$ cat src/rtl/apb_pkg.sv
// rtl/apb_pkg.sv - shared FSM encodings and default sizes for the APB completer
//
// Purpose: state encoding and default geometry shared by apb_slave_mem and
//          its wait-state counter.
// Ports:   none (package).
package apb_pkg;

  localparam int APB_ADDR_WIDTH  = 4;
  localparam int APB_DATA_WIDTH  = 8;
  localparam int APB_DEPTH       = 12;
  localparam int WAIT_CTR_WIDTH  = 4;

  typedef enum logic [1:0] {
    ST_IDLE  = 2'd0,
    ST_WAIT  = 2'd1,
    ST_READY = 2'd2
  } apb_state_e;

endpackage

$ cat src/rtl/apb_wait_ctr.sv
// rtl/apb_wait_ctr.sv - loadable down-counter timing the APB wait states
//
// Purpose: holds the remaining wait-state count for the current transfer and
//          flags the cycle in which it reaches its last wait state.
// Ports:
//   Clk       in   system clock
//   Reset     in   synchronous active-high reset
//   load      in   load load_val (setup phase)
//   load_val  in   wait-state count to load
//   dec       in   decrement by one (saturates at zero)
//   last      out  count == 1, i.e. the final wait cycle
module apb_wait_ctr
  import apb_pkg::*;
#(
  parameter int WIDTH = WAIT_CTR_WIDTH
) (
  input  logic             Clk,
  input  logic             Reset,
  input  logic             load,
  input  logic [WIDTH-1:0] load_val,
  input  logic             dec,
  output logic             last
);

  logic [WIDTH-1:0] count;

  always_ff @(posedge Clk) begin
    if (Reset) begin
      count <= '0;
    end else if (load) begin
      count <= load_val;
    end else if (dec && (count != '0)) begin
      count <= count - 1'b1;
    end
  end

  assign last = (count == {{(WIDTH-1){1'b0}}, 1'b1});

endmodule

$ cat src/rtl/apb_slave_mem.sv
// rtl/apb_slave_mem.sv - APB completer serving a small register file with wait states
//
// Purpose: decodes APB setup/access phases, inserts WAIT_STATES wait cycles,
//          then completes the transfer against an internal DEPTH-word memory.
//          Addresses at or above DEPTH answer with Pslverr.
// Ports:
//   Clk      in   system clock
//   Reset    in   synchronous active-high reset
//   Psel     in   slave select
//   Penable  in   access-phase strobe
//   Pwrite   in   1 = write, 0 = read
//   Paddr    in   word address
//   Pwdata   in   write data
//   Prdata   out  read data, valid while Pready
//   Pready   out  transfer completion (registered, one cycle)
//   Pslverr  out  error response (registered, valid with Pready)
module apb_slave_mem
  import apb_pkg::*;
#(
  parameter int ADDR_WIDTH  = APB_ADDR_WIDTH,
  parameter int DATA_WIDTH  = APB_DATA_WIDTH,
  parameter int DEPTH       = APB_DEPTH,
  parameter int WAIT_STATES = 1
) (
  input  logic                  Clk,
  input  logic                  Reset,
  input  logic                  Psel,
  input  logic                  Penable,
  input  logic                  Pwrite,
  input  logic [ADDR_WIDTH-1:0] Paddr,
  input  logic [DATA_WIDTH-1:0] Pwdata,
  output logic [DATA_WIDTH-1:0] Prdata,
  output logic                  Pready,
  output logic                  Pslverr
);

  localparam logic [ADDR_WIDTH:0]         DEPTH_L = (ADDR_WIDTH+1)'(DEPTH);
  localparam logic [WAIT_CTR_WIDTH-1:0]   WS_VAL  = WAIT_CTR_WIDTH'(WAIT_STATES);

  apb_state_e state_q, state_d;

  logic                  addr_q_write;
  logic [ADDR_WIDTH-1:0] addr_q;
  logic [DATA_WIDTH-1:0] wdata_q;
  logic                  err_q;

  logic [DATA_WIDTH-1:0] mem [DEPTH];

  logic setup;
  logic load;
  logic wait_last;
  logic enter_ready;
  logic addr_oor;

  // Values for the transfer about to enter READY. With zero wait states the
  // setup edge is also the READY-entry edge, so the live bus is used there.
  logic                  cur_err;
  logic                  cur_write;
  logic [ADDR_WIDTH-1:0] cur_addr;

  assign setup    = Psel && !Penable;
  assign addr_oor = ({1'b0, Paddr} >= DEPTH_L);
  assign load     = (state_q == ST_IDLE) && setup;

  assign cur_err   = load ? addr_oor : err_q;
  assign cur_write = load ? Pwrite   : addr_q_write;
  assign cur_addr  = load ? Paddr    : addr_q;

  apb_wait_ctr #(
    .WIDTH(WAIT_CTR_WIDTH)
  ) u_wait_ctr (
    .Clk      (Clk),
    .Reset    (Reset),
    .load     (load),
    .load_val (WS_VAL),
    .dec      (state_q == ST_WAIT),
    .last     (wait_last)
  );

  always_ff @(posedge Clk) begin
    if (Reset) begin
      state_q <= ST_IDLE;
    end else begin
      state_q <= state_d;
    end
  end

  always_comb begin
    state_d = state_q;
    case (state_q)
      ST_IDLE: begin
        if (setup) begin
          state_d = (WAIT_STATES > 0) ? ST_WAIT : ST_READY;
        end
      end
      ST_WAIT: begin
        if (!Psel) begin
          state_d = ST_IDLE;
        end else if (wait_last) begin
          state_d = ST_READY;
        end
      end
      ST_READY: state_d = ST_IDLE;
      default:  state_d = ST_IDLE;
    endcase
  end

  // READY always exits to IDLE, so a READY next state means READY entry.
  assign enter_ready = (state_d == ST_READY);

  always_ff @(posedge Clk) begin
    if (Reset) begin
      Prdata       <= '0;
      Pready       <= 1'b0;
      Pslverr      <= 1'b0;
      addr_q       <= '0;
      addr_q_write <= 1'b0;
      wdata_q      <= '0;
      err_q        <= 1'b0;
      for (int i = 0; i < DEPTH; i++) begin
        mem[i] <= '0;
      end
    end else begin
      if (load) begin
        addr_q       <= Paddr;
        addr_q_write <= Pwrite;
        wdata_q      <= Pwdata;
        err_q        <= addr_oor;
      end

      Pready  <= enter_ready;
      Pslverr <= enter_ready && cur_err;

      if (enter_ready && !cur_write) begin
        Prdata <= cur_err ? '0 : mem[cur_addr];
      end

      // Commit at the edge closing READY, only if the master kept the access.
      if ((state_q == ST_READY) && Psel && Penable && addr_q_write && !err_q) begin
        mem[addr_q] <= wdata_q;
      end
    end
  end

endmodule

$ cat config.mk
export PLATFORM = sky130hd
export DESIGN_NAME = apb_slave_mem
export DESIGN_NICKNAME = d
export VERILOG_FILES = /design/src/rtl/apb_pkg.sv /design/src/rtl/apb_wait_ctr.sv /design/src/rtl/apb_slave_mem.sv
export SDC_FILE = /design/constraint.sdc
export NUM_CORES = 1
export LEC_CHECK = 0
export ABC_AREA = 1
export ABC_CLOCK_PERIOD_IN_PS = 5530
export BUFFER_PORTS_ARGS = -buffer_cell sky130_fd_sc_hd__clkbuf_2
export CORE_MARGIN = 2
export CORE_UTILIZATION = 55
export DETAILED_ROUTE_END_ITERATION = 10
export PLACE_DENSITY = 0.82
export SYNTH_ARGS = -nofsm -noshare
export SYNTH_HDL_FRONTEND = slang
export SYNTH_SLANG_ARGS = --single-unit
$ cat constraint.sdc
create_clock -name Clk -period 5.53 [get_ports Clk]
set_input_delay 0.8295 -clock Clk [delete_from_list [all_inputs] [get_ports Clk]]
set_output_delay 0.8295 -clock Clk [all_outputs]
set_load 0.01 [all_outputs]
==> flow_summary.yaml <==
detailed_routing:
  postRouteWirelength_mm: 18.2
  first_pass_iters: 9
  first_iter_violations: 966
  via_per_inst: 6.17
  drt.antenna.violating_nets: 0
  drc: 0
  wl_per_cell_um: 20.2
  vias: 5536
logic_synthesis:
  syn-num-nets: 722
  avgSynthCellArea_um2: 9.85
  ys_types: 28
  ys_warn_count: 0
  syn_area_um2: 6920
  synth_cells: 703
  synth-seq-cells: 158
  seq_area_frac_synth: 0.642
clocking:
  cts_htree_levels: 4
  cts.path.max_buffers: 2
  hold_buffers: 0
  clk_pin_slew_ns: 0.06
  cts_tree: "yes"
  clock_latency_ns: 0.43
  cts_sinks: 158
  postCtsResizedCells: 0
  cts_setup_buffers: 0
  cts-root-buf: "clkbuf_16"
  cts_made_buffers: 17
finish:
  drive_gt1_frac: 0.112
  antennaDiodeCount: 0
  finalNetCount: 735
  most-common-layout-cells: "nand3_1 (163), nand2_1 (135), edfxtp_1 (128)"
  area_delta_synth_final_pct: 10.7
  mostFrequentLayoutCell: "nand3_1"
die:
  io_pins: 27
  die_h_um: 116
  coreArea_um2: 12200
  die_x_um: 116
  design.die.area_um2: 13500
  rows: 40
  initial_core_util: 0.569
grt:
  antenna_found_initial: 0
  grt_pass1_wl_mm: 28.0
  grt_max_degree: 34
  grt_overflow: 0
  grt_pass1_vias: 5166
  track_usage: 0.283
pwr:
  leakagePower_nw: 2.81
  power.density_nw_per_um2: 347
  ir_worst_vdd_v: 0.000221
  power_mw: 2.66
critical_path:
  crit_type: "input pin to register"
  end_kind: "register"
  critPathLaunchType: "input pin"
  arrival_ns: 3.88
  required_ns: 5.88
  critical_path_peak_fanout: 32
timing:
  rsz0062_at_grt: "false"
  finalCritPeriodShare: 0.639
  worst_slew_pin_slew_ns: 0.926
  fin_skew_ns: 0.0130
  slew_violations: 0
  setup_viol: 0
  relSlewSlack: 0.380
  max_clock_freq_mhz: 283
  hold_viol_final: 0
  finalCriticalPeriod_ns: 3.54
  fin_setup_tns_ns: 0
placed_design:
  portBuffers: 26
  gp_congestion: 0.984
  hpwl_mm: 12.1
outcome:
  status: "completed"
min_path:
  hold_path.class: "register to register"
run:
  cap_viol_max_count: 0
[synthesized netlist by cell type]
master | n | area (um2)
a21oi_4 | 1 | 16.3
o21ai_4 | 2 | 32.5
edfxtp_1 | 128 | 3840
nor2_2 | 1 | 6.26
nor4_1 | 4 | 25.0
buf_2 | 16 | 80.1
nor3b_1 | 1 | 7.51
o21ai_1 | 1 | 5.00
o31ai_1 | 1 | 7.51
nand3_2 | 2 | 20.0
ha_1 | 2 | 25.0
nand2_2 | 5 | 31.3
nand3_1 | 163 | 816
nand2_1 | 135 | 507
a211oi_1 | 1 | 7.51
nor2_4 | 2 | 22.5
nor2_1 | 114 | 428
clkbuf_1 | 17 | 63.8
dfxtp_1 | 30 | 601
buf_6 | 4 | 45.0
o21ai_0 | 9 | 45.0
nor3_1 | 6 | 30.0
inv_1 | 33 | 124
a21oi_1 | 17 | 85.1
inv_2 | 3 | 11.3
a31oi_1 | 2 | 12.5
buf_4 | 1 | 7.51
o21ai_2 | 2 | 17.5
[path summary, 6_finish.rpt]
path / from / to / slack [ns] / depth (start not counted)
worst max-delay path: Psel / Prdata[4] / 1.99 / 13
worst min-delay path: Prdata[7] / Prdata[7] / 0.51 / 2
worst max register to register: state_q[0] / Prdata[4] / 2.16 / 11
worst min register to register: Prdata[7] / Prdata[7] / 0.51 / 2
[worst max-delay path, stage by stage]
cell	delay [ns]
clkbuf_2	0.10
inv_2	0.08
nor2_4	0.05
nand2_2	0.52
nand2_2	0.49
nand2_1	0.67
buf_4	0.43
nand2_1	0.11
nand3_1	0.11
nand3_1	0.13
nand3_1	0.11
nand3_1	0.10
a21oi_1	0.14
[final cells by class]
| cell class | count | area (um2) |
|---|---|---|
| Clock inverter | 15 | 128 |
| Fill cell | 923 | 4500 |
| Inverter | 36 | 135 |
| Timing Repair Buffer | 32 | 175 |
| Clock buffer | 17 | 425 |
| Multi-Input combinational cell | 471 | 2150 |
| Tap cell | 168 | 210 |
| Sequential cell | 158 | 4440 |
[cells by family after synthesis]
kind of cell               count (synthesis)  synth area share
AOI/OAI and AO/OA                         36            0.0331
adders and majority gates                  2           0.00361
buffers and inverters                     74            0.0479
DFF                                      158             0.642
and+or+nand+nor                          433             0.273
[sequential cells by signal, summed over array words and instances (netlist names)]
name and count:
Pready 1, u_wait_ctr.count 4, err_q 1, Pslverr 1
addr_q 4, mem 128, addr_q_write 1, wdata_q 8
state_q 2, Prdata 8
[metal layers]
layer / global-route usage / vias up / wire [um] / part of all wire
li1: - / 2436 / - / -
met1: 0.406 / 2588 / 6900 / 0.38
met2: 0.414 / 443 / 8240 / 0.45
met3: 0.0669 / 69 / 2330 / 0.13
met4: 0.129 / 0 / 675 / 0.037
met5: 0 / - / 0 / 0
[power breakdown]
part           switching (mW)  internal, mW  total [mW]
clock                   0.504         0.589        1.09
combinational           0.175        0.0587       0.234
sequential             0.0214          1.31        1.33
total                   0.700          1.96        2.66
[per-stage QoR]
step / util / cell area (um2) / cells / worst slack (ns) / hold WS, ns
6_report: 0.630 / 7660 / 897 / 1.99 / 0.511
5_1_grt: 0.630 / 7660 / 897 / 1.76 / 0.512
4_1_cts: 0.630 / 7660 / 897 / 2.15 / 0.511
3_5_place_dp: 0.585 / 7110 / 865 / 1.73 / 0.501
3_3_place_gp: 0.585 / 7110 / 865 / 1.86 / 0.477
2_1_floorplan: - / 6920 / 703 / 3.08 / 0.460
Note: power is estimated with default switching activity, not from simulation.
